**src/rtl/pipeline_hazard_ctrl_pkg.sv**
```systemverilog
// Shared FSM encoding and stage identifiers for the pipeline stall/flush sequencer.
package pipeline_hazard_ctrl_pkg;

  typedef enum logic [1:0] {
    RUN      = 2'd0,
    LU_STALL = 2'd1,
    MEM_WAIT = 2'd2,
    HALTED   = 2'd3
  } ctrlStateT;

  localparam int STAGE_EX  = 2;
  localparam int STAGE_MEM = 3;

  // A branch resolved in MEM has one more wrong-path instruction, sitting in EX/MEM.
  function automatic logic branchFlushesExMem(input int branchStage);
    return (branchStage == STAGE_MEM);
  endfunction

endpackage

```
**src/rtl/pipeline_hazard_ctrl_hazard_detect.sv**
```systemverilog
// Load-use comparator: a load in EX whose destination feeds the instruction in ID.
module pipeline_hazard_ctrl_hazard_detect #(
  parameter int REG_AW = 5
) (
  input  logic [REG_AW-1:0] idRs,
  input  logic [REG_AW-1:0] idRt,
  input  logic              idUsesRt,
  input  logic              exMemRead,
  input  logic [REG_AW-1:0] exRd,
  output logic              loadUse
);

  logic rsMatch;
  logic rtMatch;

  // r0 is hardwired to zero, so a load targeting it never creates a dependency.
  assign rsMatch = (exRd == idRs);
  assign rtMatch = idUsesRt && (exRd == idRt);
  assign loadUse = exMemRead && (exRd != '0) && (rsMatch || rtMatch);

endmodule

```
**src/rtl/pipeline_hazard_ctrl.sv**
```systemverilog
// Central stall/flush sequencer: load-use bubbles, branch/jump flushes,
// data-memory freeze with timeout, and a sticky halt.
module pipeline_hazard_ctrl
  import pipeline_hazard_ctrl_pkg::*;
#(
  parameter int REG_AW           = 5,
  parameter int BRANCH_STAGE     = 2,
  parameter int LOAD_USE_BUBBLES = 1,
  parameter int MEM_WAIT_MAX     = 15
) (
  input  logic              CLK,
  input  logic              Reset,
  input  logic [REG_AW-1:0] ID_Rs,
  input  logic [REG_AW-1:0] ID_Rt,
  input  logic              ID_UsesRt,
  input  logic              EX_MemRead,
  input  logic [REG_AW-1:0] EX_Rd,
  input  logic              Branch,
  input  logic              Jump,
  input  logic              Halt,
  input  logic              MemReq,
  input  logic              MemReady,
  output logic              PCWre,
  output logic              IF_ID_Write,
  output logic              IF_ID_Flush,
  output logic              ID_EX_Flush,
  output logic              EX_MEM_Flush,
  output logic              Stall_All,
  output logic              MemTimeout,
  output logic [1:0]        State
);

  localparam int WaitW = $clog2(MEM_WAIT_MAX + 1);
  localparam logic [WaitW-1:0] WaitLast = WaitW'(MEM_WAIT_MAX - 1);
  localparam logic [1:0] BubLoad = 2'(LOAD_USE_BUBBLES - 1);
  localparam logic BranchExMem = branchFlushesExMem(BRANCH_STAGE);

  ctrlStateT        stateReg, stateNext;
  ctrlStateT        savedReg, savedNext;
  ctrlStateT        effState;
  logic [1:0]       bubbleReg, bubbleNext;
  logic [WaitW-1:0] waitReg, waitNext;
  logic             timeoutReg, timeoutNext;
  logic             loadUse;
  logic             memBlocked;

  logic pcWre, ifIdWrite, ifIdFlush, idExFlush, exMemFlush, stallAll;

  pipeline_hazard_ctrl_hazard_detect #(
    .REG_AW(REG_AW)
  ) hazardDetect (
    .idRs     (ID_Rs),
    .idRt     (ID_Rt),
    .idUsesRt (ID_UsesRt),
    .exMemRead(EX_MemRead),
    .exRd     (EX_Rd),
    .loadUse  (loadUse)
  );

  assign memBlocked = MemReq && !MemReady;

  always_ff @(posedge CLK) begin
    if (Reset) begin
      stateReg   <= RUN;
      savedReg   <= RUN;
      bubbleReg  <= '0;
      waitReg    <= '0;
      timeoutReg <= 1'b0;
    end else begin
      stateReg   <= stateNext;
      savedReg   <= savedNext;
      bubbleReg  <= bubbleNext;
      waitReg    <= waitNext;
      timeoutReg <= timeoutNext;
    end
  end

  always_comb begin
    stateNext   = stateReg;
    savedNext   = savedReg;
    bubbleNext  = bubbleReg;
    waitNext    = waitReg;
    timeoutNext = timeoutReg;
    pcWre       = 1'b1;
    ifIdWrite   = 1'b1;
    ifIdFlush   = 1'b0;
    idExFlush   = 1'b0;
    exMemFlush  = 1'b0;
    stallAll    = 1'b0;

    // The cycle memory completes is an ordinary cycle of the interrupted state.
    effState = (stateReg == MEM_WAIT && MemReady) ? savedReg : stateReg;

    case (effState)
      HALTED: begin
        pcWre     = 1'b0;
        ifIdWrite = 1'b0;
        ifIdFlush = 1'b1;
      end
      MEM_WAIT: begin
        stallAll  = 1'b1;
        pcWre     = 1'b0;
        ifIdWrite = 1'b0;
        if (waitReg == WaitLast) begin
          timeoutNext = 1'b1;
          stateNext   = HALTED;
        end else begin
          waitNext = waitReg + 1'b1;
        end
      end
      default: begin
        stateNext = effState;
        if (memBlocked) begin
          stallAll  = 1'b1;
          pcWre     = 1'b0;
          ifIdWrite = 1'b0;
          savedNext = effState;
          waitNext  = '0;
          stateNext = MEM_WAIT;
        end else if (Branch) begin
          ifIdFlush  = 1'b1;
          idExFlush  = 1'b1;
          exMemFlush = BranchExMem;
          bubbleNext = '0;
          stateNext  = RUN;
        end else if (effState == LU_STALL || loadUse) begin
          pcWre     = 1'b0;
          ifIdWrite = 1'b0;
          idExFlush = 1'b1;
          if (effState == LU_STALL) begin
            if (bubbleReg <= 2'd1) begin
              bubbleNext = '0;
              stateNext  = RUN;
            end else begin
              bubbleNext = bubbleReg - 1'b1;
            end
          end else if (LOAD_USE_BUBBLES > 1) begin
            bubbleNext = BubLoad;
            stateNext  = LU_STALL;
          end
        end else if (Jump) begin
          ifIdFlush = 1'b1;
        end else if (Halt) begin
          stateNext = HALTED;
        end
      end
    endcase

    if (Reset) begin
      pcWre      = 1'b0;
      ifIdWrite  = 1'b0;
      ifIdFlush  = 1'b1;
      idExFlush  = 1'b1;
      exMemFlush = 1'b1;
      stallAll   = 1'b0;
    end
  end

  assign PCWre        = pcWre;
  assign IF_ID_Write  = ifIdWrite;
  assign IF_ID_Flush  = ifIdFlush;
  assign ID_EX_Flush  = idExFlush;
  assign EX_MEM_Flush = exMemFlush;
  assign Stall_All    = stallAll;
  assign MemTimeout   = timeoutReg;
  assign State        = stateReg;

endmodule

```
**config.mk**
```make
export PLATFORM = sky130hd
export DESIGN_NAME = pipeline_hazard_ctrl
export DESIGN_NICKNAME = d
export VERILOG_FILES = /design/src/rtl/pipeline_hazard_ctrl_pkg.sv /design/src/rtl/pipeline_hazard_ctrl_hazard_detect.sv /design/src/rtl/pipeline_hazard_ctrl.sv
export SDC_FILE = /design/constraint.sdc
export NUM_CORES = 1
export LEC_CHECK = 0
export ABC_AREA = 1
export CAP_MARGIN = 25
export CORE_MARGIN = 2
export CORE_UTILIZATION = 50
export CTS_BUF_LIST = sky130_fd_sc_hd__clkbuf_4
export DETAILED_ROUTE_END_ITERATION = 16
export DONT_BUFFER_PORTS = 1
export PLACE_DENSITY = 0.67
export SLEW_MARGIN = 10
export SYNTH_ARGS = -nofsm -noshare
export SYNTH_HDL_FRONTEND = slang
export SYNTH_SLANG_ARGS = --single-unit
```
**constraint.sdc**
```tcl
create_clock -name CLK -period 1.4 [get_ports CLK]
set_clock_uncertainty 0.2 [all_clocks]
set_input_delay 0.21 -clock CLK [delete_from_list [all_inputs] [get_ports CLK]]
set_output_delay 0.21 -clock CLK [all_outputs]
set_load 0.01 [all_outputs]
```
* Yosys cells after proc, flatten, opt, wreduce, memory -nomap -nowiden
Index checks and enable logic that the tools add are counted.
Storage, ports and cells: register bits after elaboration 11, input bits 24, output and inout bits 9, word-level logic and storage cells 75
Operators by class: $add $sub $neg 2, magnitude comparators 1, eq/ne operators 9, muxes and demuxes 37, bitwise gates (word level) 3, reductions and logical operators 18
Operators by type and width (number):
- $mux W2 | 13
- $mux W1 | 18
- $eq A5 B5 Y1 | 2
- $mux W4 | 2
- $pmux W4 S2 | 1
- $eq A2 B2 Y1 const B | 3
- $reduce_and A2 Y1 | 3
- $reduce_bool A2 Y1 | 3
- $logic_and A1 B1 Y1 | 5
- $reduce_bool A5 Y1 | 1
- $add A4 B1 Y4 const B | 1
- $eq A4 B4 Y1 const B | 1
- $ne A2 B2 Y1 const B | 2
- $pmux W1 S2 | 2
- $pmux W2 S2 | 1
- $reduce_and A4 Y1 | 1
- $not A1 Y1 | 3
- $reduce_and A3 Y1 | 1
- $eq A2 B1 Y1 const B | 1
- $le A2 B1 Y1 const B | 1
- $logic_or A1 B1 Y1 | 2
- $reduce_or A2 Y1 | 1
- $sub A2 B1 Y2 const B | 1
- $logic_not A1 Y1 | 1

* Depth between registers and ports, before layout
Gate-level depths: netlist of the first run.
depth after elaboration 10, gate-level depth with buffers 12

* Modules after synthesis
A second synthesis of the first run with hierarchy kept.
Unflattened totals: cell total of the unflattened synthesis 146, area, all modules 913.4 um^2
By module, submodules not included:
- pipeline_hazard_ctrl | instances 1, cells each 94, area each 706.9 um^2, sequential area each 220.2 um^2
- pipeline_hazard_ctrl_hazard_detect | instances 1, cells each 52, area each 206.4 um^2, sequential area each 0.0 um^2

* Least setup slack after synthesis of the first run
Ideal clock, no wire load.
kind reg2out, start point reg stateReg[1], in the netlist State[1], end point out PCWre, arrival 1369 ps, required time 990 ps, path slack -379 ps, stages on the path, launching flop included 10, buffers on the path 1, path through dfxtp_1 -> inv_2 -> a31oi_4 -> inv_2 -> nand2_1 -> nand2_1 -> nand2_1 -> nand2_1 -> nor2_1 -> buf_4
On the way: word-level cells in the longest chain between the ends 10
RTL lines:
- start: declaration | line pipeline_hazard_ctrl.sv:38 | ctrlStateT stateReg, stateNext;
- start signal: assignment | line pipeline_hazard_ctrl.sv:70 | stateReg <= stateNext;
- $eq A2 B2 Y1 | line pipeline_hazard_ctrl.sv:92 | effState = (stateReg == MEM_WAIT && MemReady) ? savedReg : stateReg;
- $logic_and A1 B1 Y1 | line pipeline_hazard_ctrl.sv:92
- $mux W2 (*) | line pipeline_hazard_ctrl.sv:92
- $eq A2 B1 Y1 | line pipeline_hazard_ctrl.sv:126 | end else if (effState == LU_STALL || loadUse) begin
- $logic_or A1 B1 Y1 | line pipeline_hazard_ctrl.sv:126
- $mux W1 (3 in a row)
- $mux W1 (*) (2 in a row)
- end: declaration | line pipeline_hazard_ctrl.sv:23 | output logic PCWre,
Every way passes the cells marked *; elsewhere a longest branch is shown, timed or not.

* Worst setup path after layout of the first run
start point reg stateReg[0], in the netlist State[0], end point out IF_ID_Write
On the way: word-level cells in the longest chain between the ends 10
RTL lines:
- $eq A2 B2 Y1 | line pipeline_hazard_ctrl.sv:92
- $logic_and A1 B1 Y1 | line pipeline_hazard_ctrl.sv:92
- $mux W2 (*) | line pipeline_hazard_ctrl.sv:92
- $eq A2 B1 Y1 | line pipeline_hazard_ctrl.sv:126
- $logic_or A1 B1 Y1 | line pipeline_hazard_ctrl.sv:126
- $mux W1 | line pipeline_hazard_ctrl.sv:126
- $mux W1 | line pipeline_hazard_ctrl.sv:120 | end else if (Branch) begin
- $mux W1 | line pipeline_hazard_ctrl.sv:113 | if (memBlocked) begin
- $mux W1 (*) | line pipeline_hazard_ctrl.sv:94 | case (effState)
- $mux W1 (*) | line pipeline_hazard_ctrl.sv:149 | if (Reset) begin
- end: declaration | line pipeline_hazard_ctrl.sv:24 | output logic IF_ID_Write,
Marks and branches as above.

==> flow_summary_export.csv, run 1 <==
group,metric,value,unit
route,via_count,992,
die,start_util,51.70,%
timing,rsz0062_at_grt,"yes",
finish,multiInputGateArea,620.6,um2
clock_network,worstSkewPairLatency,270,ps
worst_hold_path,min_path_cells,3,
grt,use_met3,5.159,%
die,row_count,15,
logic_synthesis,synth_cell_types,27,
worst_setup_path,crit_fanout,3,
die,fp.dieH,45.80,um
worst_setup_path,cpMostUsedCell,"nand2_4",
route,final_antenna_net_count,0,
logic_synthesis,synth_top_area_share,25.21,%
route,wire_per_inst,13.03,um
finish,drive_gt1_share,34.91,%
timing,fmax,550.3,MHz
power,p_leak,0.6164,nW
finish,n_antenna_cell,0,
route,drc,0,
timing,min_period,1817,ps
worst_setup_path,max_stage_delay,360,ps
timing,relSlewSlack,68.14,%
timing,worst_pin_slew,476.1,ps
worst_setup_path,critPathLaunch,"State[0]$_SDFFE_PP0P_",
power,ir_drop,0.0003471,V
worst_setup_path,crit-reg2reg-launch,"State[0]$_SDFFE_PP0P_",
die,die_w,45.80,um
worst_setup_path,r2r_cells,12,
timing,timing.final.crit_share,129.8,%
finish,finalNetCount,196,
timing,drv_slew,0,
grt,use_met2,43.10,%
clock_network,path_clk_slew,80,ps
clock_network,cts_made_buffers,3,
finish,fin_util,73.26,%
finish,fillers,129,
timing,setup_violations,16,
finish,syn2layout_area_growth,41.69,%
worst_setup_path,path_class,"flip-flop to output port",
power,p_total,0.8766,mW
logic_synthesis,synthCells,142,
grt,met1_usage,26.79,%
worst_setup_path,cpMaxStageDelayCell,"dfxtp_4",
grt,grt.busiest_layer,"met2",
logic_synthesis,synth.ff_latch_count,11,
worst_setup_path,path_cells,"inv_4 > a31oi_4 > inv_2 > nand2_4 > nand2_4 > nand2_4 > nand2_4 > nor2_4",
clock_network,cts_tree,"built",
logic_synthesis,ys_seq_area_share,25.21,%
logic_synthesis,synth_warnings,0,
run,cap_viol_max_count,0,
route,viasPerCell,5.333,
logic_synthesis,synth_area_leaders,"dfxtp_1 25%, nand2_1 19%, inv_1 11%",
status,status,"finished, violations left",
grt,gr-total-overflow,0,
place,place_area,1013,um2
logic_synthesis,syn_nets,168,
route,drt_iter0_drc,15,
worst_hold_path,hp-start,"Branch",
finish,regArea,225.2,um2
logic_synthesis,synth_area,873.3,um2
place,port_buffers,0,
place,dpl.hpwl,1465,um
clock_network,htree_levels,1,
worst_setup_path,worstPathRequired,990,ps
power,p_per_area,708.4,nW/um2
status,violations,"hold timing, setup timing",
route,firstDrtPassIters,4,
clock_network,clock_sinks,11,
worst_setup_path,cp-end-kind,"output port",
grt,grt_pass1_vias,897,
worst_hold_path,hold_class,"primary input to flip-flop",
logic_synthesis,yosys.area.top_type,"dfxtp_1",
worst_setup_path,critPathLaunchType,"flip-flop",
grt,antenna_found_initial,0,
clock_network,clk_path_buf_depth,2,
logic_synthesis,avgSynthCellArea,6.150,um2
grt,grt_pass1_wl,3601,um
die,num_io_pins,33,
die,core_area,1689,um2
clock_network,root_buffer,"clkbuf_4",
worst_setup_path,crit_arrival,1410,ps
timing,setup_ws,-417.2,ps
grt,grt_use_total,23.72,%
place,place_congestion,0.8052,
timing,hold_viol,1,
finish,design_area,1237,um2
clock_network,cts_hold_buf,3,
die,die_area,2097,um2
timing,holdWs,-45.13,ps
grt,grt_max_degree,7,
route,routed_wirelength,2423,um
==> critical path: cells and delay by family (launching register included) <==
family | cells | cell delay (ps)
AO/OA/AOI/OAI | 1 | 160
buffers and inverters | 2 | 130
flip-flops | 1 | 360
AND/OR/NAND/NOR | 5 | 490
==> kinds of logic after synthesis <==
group | share of synthesized area (%)
XOR/XNOR | 1.003
AND/OR/NAND/NOR | 39.11
AO/OA/AOI/OAI | 16.91
flip-flops | 25.21
adder cells (fa/ha/maj) | 2.865
buffers and inverters | 14.90
==> placed cells by master (no fill, tap or decap), types with 3 or more instances in the layout <==
cell type	count
a21oi_1	7
buf_4	19
buf_6	3
clkbuf_4	4
dfxtp_1	9
dlygate4sd3_1	3
inv_1	25
nand2_1	36
nand2_2	4
nand2_4	6
nand3_1	5
nand4_1	3
nor2_1	12
nor2_4	4
==> per-layer routing <==
metal | wire, um | vias up
met4 | 49 | 0
met3 | 123 | 8
met5 | 0 | -
met2 | 1226 | 43
met1 | 1023 | 449
li1 | - | 492
==> final cells by class <==
class                           instances  share of cell area [%]
Tap cell                               17                   1.719
Clock buffer                            4                   2.427
Inverter                               29                   9.201
Sequential cell                        11                   18.20
Timing Repair Buffer                   26                   18.30
Multi-Input combinational cell         99                   50.15
==> registers in the layout, summed over array words and instances (netlist names) <==
name        flops
savedReg        2
bubbleReg       2
waitReg         4
State           2
MemTimeout      1
==> final timing paths <==
path	to	slack, ps
setup reg to reg	waitReg[1]$_SDFFE_PP0P_	-370
setup / recovery	IF_ID_Write	-420
hold reg to reg	bubbleReg[0]$_SDFFE_PP0P_	280
hold / removal	State[1]$_SDFFE_PP0P_	-50
==> synth_stat cells <==
cell type / count
nand2_1: 44
inv_1: 25
nor2_1: 14
dfxtp_1: 11
a21oi_1: 8
nand3_1: 5
o21ai_0: 4
inv_2: 3
nand4_1: 3
nor2_2: 3
a211oi_1: 2
and3_1: 2
buf_4: 2
ha_1: 2
nor3_2: 2
a21oi_2: 1
a31oi_1: 1
a31oi_4: 1
clkbuf_1: 1
inv_4: 1
nand2_2: 1
nand2_4: 1
nor2_4: 1
o21ai_4: 1
o21bai_1: 1
o31ai_2: 1
xnor2_1: 1
==> where the power goes <==
group          switching [mW]  internal (mW)
logic                   0.164          0.137
clock network           0.114          0.130
registers             0.00784          0.324
total                   0.286          0.591
==> through the flow <==
step / hold WS, ps / setup WS (ps) / cells / TNS, ps
2_1_floorplan: 162.6 / -280.7 / 142 / -919.2
3_5_place_dp: 73.48 / -163.2 / 169 / -1009
4_1_cts: -59.86 / -336.1 / 183 / -2544
3_3_place_gp: 71.84 / -132.2 / 169 / -768.6
6_report: -45.13 / -417.2 / 186 / -4521
5_1_grt: -65.49 / -471.5 / 186 / -5589
==> repair_timing <==
item                                    4_1_cts  5_1_grt
endpoints found under the setup margin       12       16
setup buffers                                 8        3
hold endpoints to repair                      7        1
resized for setup                            17        8
pin swaps                                     5        6
Note: power is estimated with default switching activity, not from simulation.
==> run 2, diff against run 1 <==
Settings changed: CAP_MARGIN 25 to default.
Clock period 1.4 ns to 1.6 ns, I/O delays scaled along.
==> run 2 against run 1 <==
Against the previous run: the flow finishes with violations (setup timing); worst hold slack improved by 95 ps; core utilization fell by 7.6 points; global-route usage fell by 2.9 points; cell area fell by 10%; combinational power fell by 28%; highest routed layer unchanged; via count fell by 11%.
==> flow_summary_export.csv, run 2 (same netlist as run 1, synthesis figures left out) <==
group,metric,value,unit
route,wire_per_inst,11.23,um
worst_setup_path,cpLargestDelayFamily,"flip-flops",
finish,n_antenna_cell,0,
grt,grt_max_degree,8,
grt,grt_pass1_vias,785,
clock_network,worstSkewPairLatency,280,ps
finish,final_cell_mix,"38 x nand2_1, 24 x inv_1, 12 x nor2_1, 12 x buf_4, 9 x dfxtp_1",
route,viasPerCell,4.994,
timing,hold_viol,0,
die,num_io_pins,33,
power,switchingPower,0.2275,mW
clock_network,cts_tree,"built",
finish,final_common_cell,"nand2_1",
timing,worst_pin_slew,457.2,ps
worst_setup_path,crit_fanout,3,
power,switching_share,31.61,%
finish,design_area,1110,um2
place,place_congestion,0.8896,
finish,regMostFlops,"waitReg",
route,drt_iter0_drc,6,
timing,min_period,1885,ps
route,drc,0,
worst_setup_path,ff2ff_setup_slack,10,ps
place,place_area,960.9,um2
worst_setup_path,cp_num_buf_inv,3,
worst_hold_path,min_path_cells,3,
timing,rsz0062_at_grt,"yes",
clock_network,clock_sinks,11,
power,power.internal,0.4921,mW
worst_setup_path,path_class,"flip-flop to output port",
die,start_util,51.70,%
timing,setup_ws,-285.2,ps
run,cap_viol_max_count,0,
power,pwr-share-comb,30.1,%
timing,relSlewSlack,69.41,%
die,core_area,1689,um2
worst_setup_path,r2r_end,"waitReg[1]$_SDFFE_PP0P_",
grt,grt_pass1_wl,3125,um
worst_hold_path,hold_class,"primary input to flip-flop",
clock_network,root_buffer,"clkbuf_4",
route,via_count,884,
worst_hold_path,hold_end,"State[0]$_SDFFE_PP0P_",
place,port_buffers,0,
power,ir_drop,0.0005110,V
worst_setup_path,cp-end-kind,"output port",
finish,syn2layout_area_growth,27.08,%
worst_setup_path,path_cells,"inv_2 > a31oi_4 > buf_4 > buf_4 > nand2_1 > nand2_2 > o21bai_2",
status,violations,"setup timing",
worst_setup_path,critPathLaunchType,"flip-flop",
die,die_area,2097,um2
timing,timing.final.crit_share,117.8,%
clock_network,cts_made_buffers,3,
worst_setup_path,r2r_cells,11,
grt,gr-total-overflow,0,
timing,setup_violations,5,
worst_setup_path,max_stage_delay,350,ps
power,p_per_area,648.4,nW/um2
worst_setup_path,crit-reg2reg-launch,"State[1]$_SDFFE_PP0P_",
timing,fmax,530.4,MHz
timing,tns,-1140,ps
clock_network,clk_path_buf_depth,2,
clock_network,htree_levels,1,
route,routed_wirelength,1987,um
worst_setup_path,cpMostUsedCell,"buf_4",
worst_hold_path,hp-start,"Branch",
route,firstDrtPassIters,4,
finish,largest_reg_flops,4,
place,dpl.hpwl,1548,um
power,power_frac_clock,29.6,%
die,fp.dieH,45.80,um
die,row_count,15,
clock_network,path_clk_slew,70,ps
die,die_w,45.80,um
power,p_seq_share,40.3,%
power,p_leak,0.5468,nW
grt,antenna_found_initial,0,
timing,drv_slew,0,
worst_setup_path,crit_arrival,1450,ps
grt,grt_use_total,20.84,%
finish,drive_gt1_share,28.13,%
worst_setup_path,worstPathRequired,1160,ps
route,final_antenna_net_count,0,
status,status,"finished, violations left",
worst_setup_path,cpMaxStageDelayCell,"dfxtp_2",
finish,finalNetCount,187,
finish,fillers,156,
run 2: changes by cell type in the layout (fill, tap and decap cells not counted), moves of 2 or more:
cell and change:
buf_6 -2, buf_4 -7, nand2_1 +2, nand2_2 +2
inv_2 +2, nand2_4 -4
run 2: worst max path at each step:
stage	from	endpoint	cells past startpoint
after floorplan	State[0]$_SDFFE_PP0P_	PCWre	9
after global placement	EX_Rd[3]	IF_ID_Flush	9
after detailed placement	EX_Rd[3]	IF_ID_Flush	9
after CTS	State[1]$_SDFFE_PP0P_	PCWre	9
after global routing	State[1]$_SDFFE_PP0P_	IF_ID_Flush	7
final	State[1]$_SDFFE_PP0P_	IF_ID_Flush	7
run 2: per-layer routing:
| layer | vias up | routed length, um | GRT usage (%) |
|---|---|---|---|
| li1 | 477 | - | - |
| met1 | 380 | 858 | 23.28 |
| met2 | 22 | 1014 | 36.34 |
| met3 | 5 | 82 | 5.556 |
| met4 | 0 | 33 | 9.714 |
| met5 | - | 0 | 0 |
run 2: timing repair:
item / in CTS / in global routing
pin swaps: 2 / 5
endpoints found under the setup margin: 5 / 10
endpoints found under the hold margin: 7 / 0
hold buffers: 4 / 0
resized for setup: 5 / 11
buffers inserted: 2 / 1
run 2: final cells by class:
type / instances / area [um2] / share of cell area, %
Clock buffer: 4 / 30.03 / 2.706
Inverter: 29 / 111.4 / 10.03
Multi-Input combinational cell: 99 / 580.6 / 52.31
Sequential cell: 11 / 222.7 / 20.07
Tap cell: 17 / 21.27 / 1.917
Timing Repair Buffer: 17 / 143.9 / 12.97
run 2: power groups by stage:
stage	sequential (mW)	clock, mW	combinational (mW)
2_1_floorplan	0.297	0	0.133
3_5_place_dp	0.296	0	0.174
3_3_place_gp	0.296	0	0.170
5_1_grt	0.291	0.234	0.241
4_1_cts	0.290	0.214	0.196
6_report	0.290	0.213	0.216
run 2: tightest hold or removal path, stage by stage:
cell,delay [ps]
inv_1,60
nand4_1,120
a21oi_1,70
run 2: stage by stage:
stage	power, mW	hold slack (ps)	setup WS [ps]	utilization, %	instances
5_1_grt	0.7664	38.19	-340.4	65.70	177
6_report	0.7196	49.54	-285.2	65.70	177
2_1_floorplan	0.4304	192.6	-121.8	-	142
4_1_cts	0.7007	23.65	-235.7	62.74	176
3_3_place_gp	0.4656	105.7	21.59	56.89	166
3_5_place_dp	0.4703	105.6	-12.38	56.89	166
